## src/rtl/mem_arb_pkg.sv

```systemverilog
// ============================================================================
// Module      : mem_arb_pkg
// Description : Shared types and constants for the fetch/data memory arbiter.
// Revision    : 1.0 - initial release
// ============================================================================
`default_nettype none

package mem_arb_pkg;

    localparam int unsigned c_cnt_width = 4;

    typedef enum logic [1:0] {
        IDLE = 2'd0,
        WAIT = 2'd1,
        DONE = 2'd2
    } state_t;

    typedef enum logic {
        INST = 1'b0,
        DATA = 1'b1
    } owner_t;

endpackage

`default_nettype wire

```

## src/rtl/mem_latency_counter.sv

```systemverilog
// ============================================================================
// Module      : mem_latency_counter
// Description : Loadable down-counter that flags when it has reached zero.
// Revision    : 1.0 - initial release
// ============================================================================
`default_nettype none

module mem_latency_counter
    import mem_arb_pkg::*;
(
    input  logic                   clk,
    input  logic                   rst_n,
    input  logic                   i_load,
    input  logic [c_cnt_width-1:0] i_load_value,
    input  logic                   i_dec,
    output logic                   o_zero
);

    logic [c_cnt_width-1:0] r_count;

    // Load takes priority; the count saturates at zero.
    always_ff @(posedge clk or negedge rst_n) begin
        if (!rst_n) begin
            r_count <= '0;
        end else if (i_load) begin
            r_count <= i_load_value;
        end else if (i_dec && (r_count != '0)) begin
            r_count <= r_count - 1'b1;
        end
    end

    assign o_zero = (r_count == '0);

endmodule

`default_nettype wire

```

## src/rtl/mem_arbiter.sv

```systemverilog
// ============================================================================
// Module      : mem_arbiter
// Description : Two-port (fetch/data) arbiter onto a fixed-latency memory.
// Revision    : 1.0 - initial release
// ============================================================================
`default_nettype none

module mem_arbiter
    import mem_arb_pkg::*;
#(
    parameter int LATENCY = 4
) (
    input  logic        clk,
    input  logic        rst_n,
    input  logic        i_req,
    input  logic [15:0] i_addr,
    output logic        i_ack,
    output logic [15:0] i_rdata,
    input  logic        d_req,
    input  logic        d_wr,
    input  logic [15:0] d_addr,
    input  logic [15:0] d_wdata,
    output logic        d_ack,
    output logic [15:0] d_rdata,
    output logic        mem_en,
    output logic        mem_wr,
    output logic [15:0] mem_addr,
    output logic [15:0] mem_wdata,
    input  logic [15:0] mem_rdata,
    output logic        busy
);

    localparam logic [c_cnt_width-1:0] c_load_value = c_cnt_width'(LATENCY - 1);

    state_t      r_state;
    state_t      w_next_state;
    owner_t      r_owner;
    owner_t      r_last_grant;
    owner_t      w_grant_owner;
    logic        w_grant;
    logic        w_capture;
    logic        w_cnt_zero;
    logic        r_wr;
    logic [15:0] r_addr;
    logic [15:0] r_wdata;
    logic [15:0] r_i_rdata;
    logic [15:0] r_d_rdata;

    mem_latency_counter u_latency_counter (
        .clk          (clk),
        .rst_n        (rst_n),
        .i_load       (w_grant),
        .i_load_value (c_load_value),
        .i_dec        (r_state == WAIT),
        .o_zero       (w_cnt_zero)
    );

    always_ff @(posedge clk or negedge rst_n) begin
        if (!rst_n) begin
            r_state <= IDLE;
        end else begin
            r_state <= w_next_state;
        end
    end

    always_comb begin
        w_next_state  = r_state;
        w_grant       = 1'b0;
        w_grant_owner = INST;
        w_capture     = 1'b0;
        case (r_state)
            IDLE: begin
                if (i_req || d_req) begin
                    w_grant      = 1'b1;
                    w_next_state = WAIT;
                    // On a tie the port that lost the previous grant wins.
                    if (i_req && d_req) begin
                        w_grant_owner = (r_last_grant == INST) ? DATA : INST;
                    end else if (d_req) begin
                        w_grant_owner = DATA;
                    end else begin
                        w_grant_owner = INST;
                    end
                end
            end
            WAIT: begin
                if (w_cnt_zero) begin
                    w_capture    = 1'b1;
                    w_next_state = DONE;
                end
            end
            DONE:    w_next_state = IDLE;
            default: w_next_state = IDLE;
        endcase
    end

    always_ff @(posedge clk or negedge rst_n) begin
        if (!rst_n) begin
            r_owner      <= INST;
            r_last_grant <= INST;
            r_wr         <= 1'b0;
            r_addr       <= '0;
            r_wdata      <= '0;
            r_i_rdata    <= '0;
            r_d_rdata    <= '0;
        end else begin
            if (w_grant) begin
                r_owner      <= w_grant_owner;
                r_last_grant <= w_grant_owner;
                if (w_grant_owner == DATA) begin
                    r_addr  <= d_addr;
                    r_wdata <= d_wdata;
                    r_wr    <= d_wr;
                end else begin
                    r_addr  <= i_addr;
                    r_wdata <= '0;
                    r_wr    <= 1'b0;
                end
            end
            if (w_capture && !r_wr) begin
                if (r_owner == DATA) begin
                    r_d_rdata <= mem_rdata;
                end else begin
                    r_i_rdata <= mem_rdata;
                end
            end
        end
    end

    assign mem_en    = (r_state == WAIT);
    assign mem_wr    = mem_en && r_wr;
    assign mem_addr  = r_addr;
    assign mem_wdata = r_wdata;
    assign i_ack     = (r_state == DONE) && (r_owner == INST);
    assign d_ack     = (r_state == DONE) && (r_owner == DATA);
    assign i_rdata   = r_i_rdata;
    assign d_rdata   = r_d_rdata;
    assign busy      = (r_state != IDLE);

endmodule

`default_nettype wire
```

## config.mk

```make
export PLATFORM = sky130hd
export DESIGN_NAME = mem_arbiter
export DESIGN_NICKNAME = d
export VERILOG_FILES = /design/src/rtl/mem_arb_pkg.sv /design/src/rtl/mem_latency_counter.sv /design/src/rtl/mem_arbiter.sv
export SDC_FILE = /design/constraint.sdc
export NUM_CORES = 1
export LEC_CHECK = 0
export BUFFER_PORTS_ARGS = -buffer_cell sky130_fd_sc_hd__buf_4
export CAP_MARGIN = 20
export CELL_PAD_IN_SITES_DETAIL_PLACEMENT = 1
export CELL_PAD_IN_SITES_GLOBAL_PLACEMENT = 2
export CORE_MARGIN = 2
export CORE_UTILIZATION = 30
export CTS_CLUSTER_SIZE = 16
export DETAILED_ROUTE_END_ITERATION = 12
export GPL_TIMING_DRIVEN = 0
export MAX_ROUTING_LAYER = met4
export PLACE_DENSITY_LB_ADDON = 0.1
export SYNTH_ARGS = -nofsm -noshare
export SYNTH_HDL_FRONTEND = slang
export SYNTH_HIERARCHICAL = 1
export SYNTH_SLANG_ARGS = --single-unit
```

## constraint.sdc

```tcl
create_clock -name clk -period 2.27 [get_ports clk]
set_clock_uncertainty 0.15 [all_clocks]
set_input_delay 0.227 -clock clk [delete_from_list [all_inputs] [get_ports clk]]
set_output_delay 0.227 -clock clk [all_outputs]
set_load 0.01 [all_outputs]
```

* After elaboration in Yosys (flattened, before gate mapping) *
Index checks and enable logic that the tools add are counted.

storage, ports and cells
  logic and storage cells = 47
  output and inout port bits = 69
  register bits = 72
  bits of input ports = 69

operators by class
  bitwise operators = 1
  reduce and logical (&&, ||, !) cells = 16
  $add $sub $neg = 1
  equal/unequal tests = 4
  multiplexer cells = 17

operators with widths
  cell                                                    number
  2-to-1 mux 16 bit                                       2
  2-to-1 mux 1 bit                                        10
  2-to-1 mux 4 bit                                        2
  logical AND 1 bit                                       6
  AND reduction 2 bit                                     3
  zero test 4 bit                                         1
  2-to-1 mux 2 bit                                        2
  case mux 2 bit (2 select lines)                         1
  nonzero test 2 bit                                      2
  nonzero test 4 bit                                      1
  subtractor 4 x 1 -> 4 bit (second input constant)       1
  equality test 2 x 1 -> 1 bit (second input constant)    1
  equality test 2 bit (second input constant)             1
  zero test 2 bit                                         1
  inequality test 2 x 1 -> 1 bit (second input constant)  1
  inequality test 2 bit (second input constant)           1
  zero test 1 bit                                         1
  logical OR 1 bit                                        1
  inverter 1 bit                                          1

* Depth between registers and ports, before layout *
  depth after elaboration = 5
  depth in mapped cells = 8
  depth with buffers taken out = 5

* Modules after synthesis *
Netlist, hierarchy kept.

modules (own cells, without submodules)
  module               area each (µm²)  times used  seq. area each (µm²)  cells each
  mem_arbiter          2,942.8          1           1,701.6               201
  mem_latency_counter  270.3            1           100.1                 27

* Least setup slack after synthesis *
No wires, ideal clock.

  path kind = register to register
  start point = reg u_latency_counter.r_count[0]
  end point = reg r_i_rdata[10], in the netlist i_rdata[10]
  required time = 1,995 ps
  arrival = 1,812 ps
  path buffers = 2
  period minus slack after synthesis = 2,087 ps
  path slack = 183 ps
  stages on the path, launching flop included = 8
  library setup time = 125 ps
  cell sequence = dfrtp_1 inv_1 ha_1 nor3b_2 and4bb_1 buf_6 buf_12 mux2_4

on the way
  word-level cells in the longest chain between the ends = 5

ends and longest elaborated chain
  what                                  line                       RTL
  start, declared                       mem_latency_counter.sv:19  logic [c_cnt_width-1:0] r_count;
  start signal, assigned                mem_latency_counter.sv:26  r_count <= i_load_value;
  start signal, assigned                mem_latency_counter.sv:28  r_count <= r_count - 1'b1;
  zero test 4 bit                       mem_latency_counter.sv:32  assign o_zero = (r_count == '0);
  net w_cnt_zero                        mem_arbiter.sv:42          logic w_cnt_zero;
  2-to-1 mux 1 bit                      mem_arbiter.sv:87          if (w_cnt_zero) begin
  2-to-1 mux 1 bit                      mem_arbiter.sv:71          case (r_state)
  logical AND 1 bit                     mem_arbiter.sv:120         if (w_capture && !r_wr) begin
  AND reduction 2 bit (no source line)  -
  end signal, assigned                  mem_arbiter.sv:124         r_i_rdata <= mem_rdata;
  end, declared                         mem_arbiter.sv:46          logic [15:0] r_i_rdata;

The timed path passes the listed nets, and every way through them passes these cells.
A chain may end at the register's enable or synchronous reset.

* Final worst setup path *
  start point = reg u_latency_counter.r_count[0]
  end point = reg r_i_rdata[5], in the netlist i_rdata[5]

Same word-level chain as after synthesis.

==> metrics.md <==
| Metric | Value |
|---|---|
| Status | `finished clean` |
| Routability congestion estimate | `0.7407` |
| Rows | `37` |
| DRC viols | `0` |
| Wire per inst | `about 17 um` |
| Post-detailed-route count of antenna-violating nets | `0` |
| Total negative slack | `0 ns` |
| Placed cell area | `around 4400 sq um` |
| Synth async-reset ratio | `1.000` |
| Final slew viol count | `0` |
| Worst-path fanout max | `10` |
| Final Hold Viols | `0` |
| Share of the core filled with cells | `0.4841` |
| Num ports | `approximately 140` |
| Worst setup SP type | `register` |
| Largest net degree at the start of global routing | `73` |
| Initial Utilization | `0.3098` |
| Max-slew headroom | `0.3754` |
| P_sw | `about 2.3 mW` |
| Clock transition at path regs | `~0.08 ns` |
| Antenna diodes | `0` |
| Via Count | `between 2,000 and 3,000` |
| Layout area overhead | `56.23%` |
| Syn Area/Cell | `between 10 and 15 sq um` |
| Core Footprint | `around 10,000 sq um` |
| Overflow after GRT | `0` |
| Number of clock sinks | `between 70 and 80` |
| Placed cells | `about 500` |
| Share of layout cells above drive strength 1 | `0.5060` |
| First-pass GRT wire length | `between 10 and 15 mm` |
| PnR worst setup slack | `~0.13 ns` |
| Synth warn | `6` |
| Net Sw Frac | `0.3452` |
| Vias/cell | `roughly 4.7` |
| Crit path DAT | `around 2.2 ns` |
| Count of different cell masters after synthesis | `40` |
| IO buf count | `~140` |
| Final net count | `~480` |
| Max VDD drop | `between 0.3 and 0.4 mV` |
| Die Ht | `roughly 110 um` |
| CTS tree | `built` |
| GRT Total Usage | `0.1729` |
| Sequential fraction of design power | `0.351` |
| Final instance area | `5020 sq um` |
| RSZ-0062 raised after global routing | `no` |
| Final setup fails | `0` |
| CTS buffer count | `9` |
| Tcrit/Tclk final | `0.9410` |
| Die area | `between 10,000 and 15,000 sq um` |
| Clk Latency, worst-skew pair | `roughly 0.34 ns` |
| Worst-margin pin slew | `~0.94 ns` |
| Post-synth EDFFs | `0` |
| Pre-CTS WS | `-0.1377 ns` |
| Post-Syn Instances | `between 200 and 250` |
| Critical path required time | `2.35 ns` |
| Final Non-Filler Cells | `approximately 560` |
| Total Wirelength | `~9.5 mm` |
| Crit Path Class | `reg -> reg` |
| Worst hold margin | `between 0.09 and 0.1 ns` |
| Synth Register Bits | `approximately 70` |
| Initial antenna violation count | `0` |
| Mapped cell area | `between 3000 and 4000 sq um` |
| Sequential share of the synthesized area | `0.5607` |
| Ys flop type | `dfrtp_1` |
| Fmax achieved | `0.4681 GHz` |
| Die X | `about 110 um` |
| CP Capture Type | `register` |
| Lkg Pwr | `2.405 nW` |
| CTS max path bufs | `2` |
| Drt first-iter violations | `97` |
| DR pass1 iterations | `4` |
| Tot Pwr | `between 6 and 7 mW` |
| Pwr dens | `around 1300 nW/um^2` |
| Fin crit period | `approximately 2.1 ns` |
| Number of global-route vias before repair | `around 2,900` |
| Number of H-tree levels | `3` |
| Post-DP HPWL | `~6.4 mm` |
| Root Driver | `clkbuf_8` |
| Clock power frac | `0.170` |
| Internal | `roughly 4.4 mW` |
| Max-cap violations | `0` |
| Combinational power share | `0.479` |
| Type of the tightest min-delay check | `in -> reg` |
==> state kept, by name, indices dropped and copies added, names as in the netlist <==
name / cells
d_rdata: 16
i_rdata: 16
mem_addr: 16
mem_wdata: 16
u_latency_counter/r_count: 4
r_state: 2
r_last_grant: 1
r_wr: 1
==> cell type report <==
cell class              count  area, sq um
multi-input cells         135         1282
flip-flops and latches     72         1802
plain buffers              17        128.9
repair buffers            173         1396
inverters                   6        22.52
clock buffers              10        127.6
well taps                 136        170.2
clock inverters             6        90.09
fillers                  1131         5350
==> path summary, 6_finish.rpt <==
path                                end                    startpoint  slack [ns]  cells past startpoint
hold / removal             mem_addr[14]                    d_addr[14]         0.1                      3
hold reg to reg              d_rdata[0]                    d_rdata[0]        0.36                      1
min in group asynchronous    i_rdata[4]                         rst_n        0.40                      2
setup / recovery             i_rdata[5]  u_latency_counter/r_count[0]        0.13                      7
setup reg to reg             i_rdata[5]  u_latency_counter/r_count[0]        0.13                      7
max in group asynchronous  mem_wdata[4]                         rst_n        0.95                      2
==> power by group through the flow <==
stage                     Clock, mW  Sequential, mW  Combinational [mW]
after floorplan                   0            2.58                1.43
after global placement            0            2.35                3.06
after detailed placement          0            2.37                3.12
after CTS                      1.18            2.36                3.23
after global routing           1.22            2.45                3.49
final                          1.14            2.35                3.21
==> cells in the mapped netlist, types with 2 or more instances <==
| cell type | number | share of area |
|---|---|---|
| buf_2 | 7 | 0.011 |
| mux2_4 | 12 | 0.056 |
| conb_1 | 2 | 0.0023 |
| a22o_1 | 17 | 0.046 |
| a221o_1 | 17 | 0.053 |
| inv_1 | 5 | 0.0058 |
| nand2_1 | 3 | 0.0035 |
| buf_6 | 4 | 0.014 |
| nor3b_1 | 18 | 0.042 |
| nor3_1 | 2 | 0.0031 |
| o21ai_0 | 3 | 0.0047 |
| and2_2 | 2 | 0.0047 |
| dfrtp_1 | 72 | 0.56 |
| and4_1 | 16 | 0.044 |
| clkbuf_1 | 4 | 0.0047 |
| mux2_2 | 20 | 0.070 |
==> layer usage <==
metal  vias up  share of wire  wire (um)  GRT usage
met3        13          0.053        504    0.03027
met2        93           0.47       4447     0.2664
met1      1276           0.47       4426     0.2319
li1       1235              -          -          -
met4         0          0.013        124    0.05769
met5         -              0          0          -
==> repair_timing <==
item | 4_1_cts | 5_1_grt
pin swaps | 0 | 0
hold buffers | 34 | 0
buffers inserted | 2 | 0
hold endpoints to repair | 121 | 0
endpoints found under the setup margin | 15 | 12
gates resized for setup | 1 | 4
==> cells by family after synthesis <==
family | synth area share
AND/OR/NAND/NOR | 0.1421
AO/OA/AOI/OAI | 0.1195
multiplexers | 0.1262
adder cells (fa/ha/maj) | 0.003893
flip-flops | 0.5607
other | 0.002337
buffers and inverters | 0.04517
==> worst max-delay path, stage by stage, from the launching register on <==
cell and delay [ns]:
dfrtp_1 0.42, inv_1 0.08, ha_2 0.20, nor3b_4 0.31, and4bb_1 0.25, buf_6 0.15, buf_12 0.15, mux2_4 0.30
==> cells in the final DEF (no fill, tap or decap), types with 2 or more instances in the layout <==
master | Yosys | routed
a221o_1 | 17 | 17
nand2_1 | 3 | 3
buf_6 | 4 | 5
inv_1 | 5 | 5
mux2_4 | 12 | 12
nor3b_1 | 18 | 18
dlygate4sd3_1 | 0 | 34
and4_1 | 16 | 16
conb_1 | 2 | 4
o21ai_0 | 3 | 3
mux2_2 | 20 | 20
clkbuf_8 | 0 | 9
and2_2 | 2 | 2
clkbuf_1 | 4 | 5
dfrtp_1 | 72 | 72
buf_4 | 1 | 139
inv_6 | 0 | 2
bufinv_16 | 0 | 2
a22o_1 | 17 | 17
nor3_1 | 2 | 2
buf_2 | 7 | 6
buf_12 | 1 | 2
No activity file was read; power rests on OpenSTA's default activity.
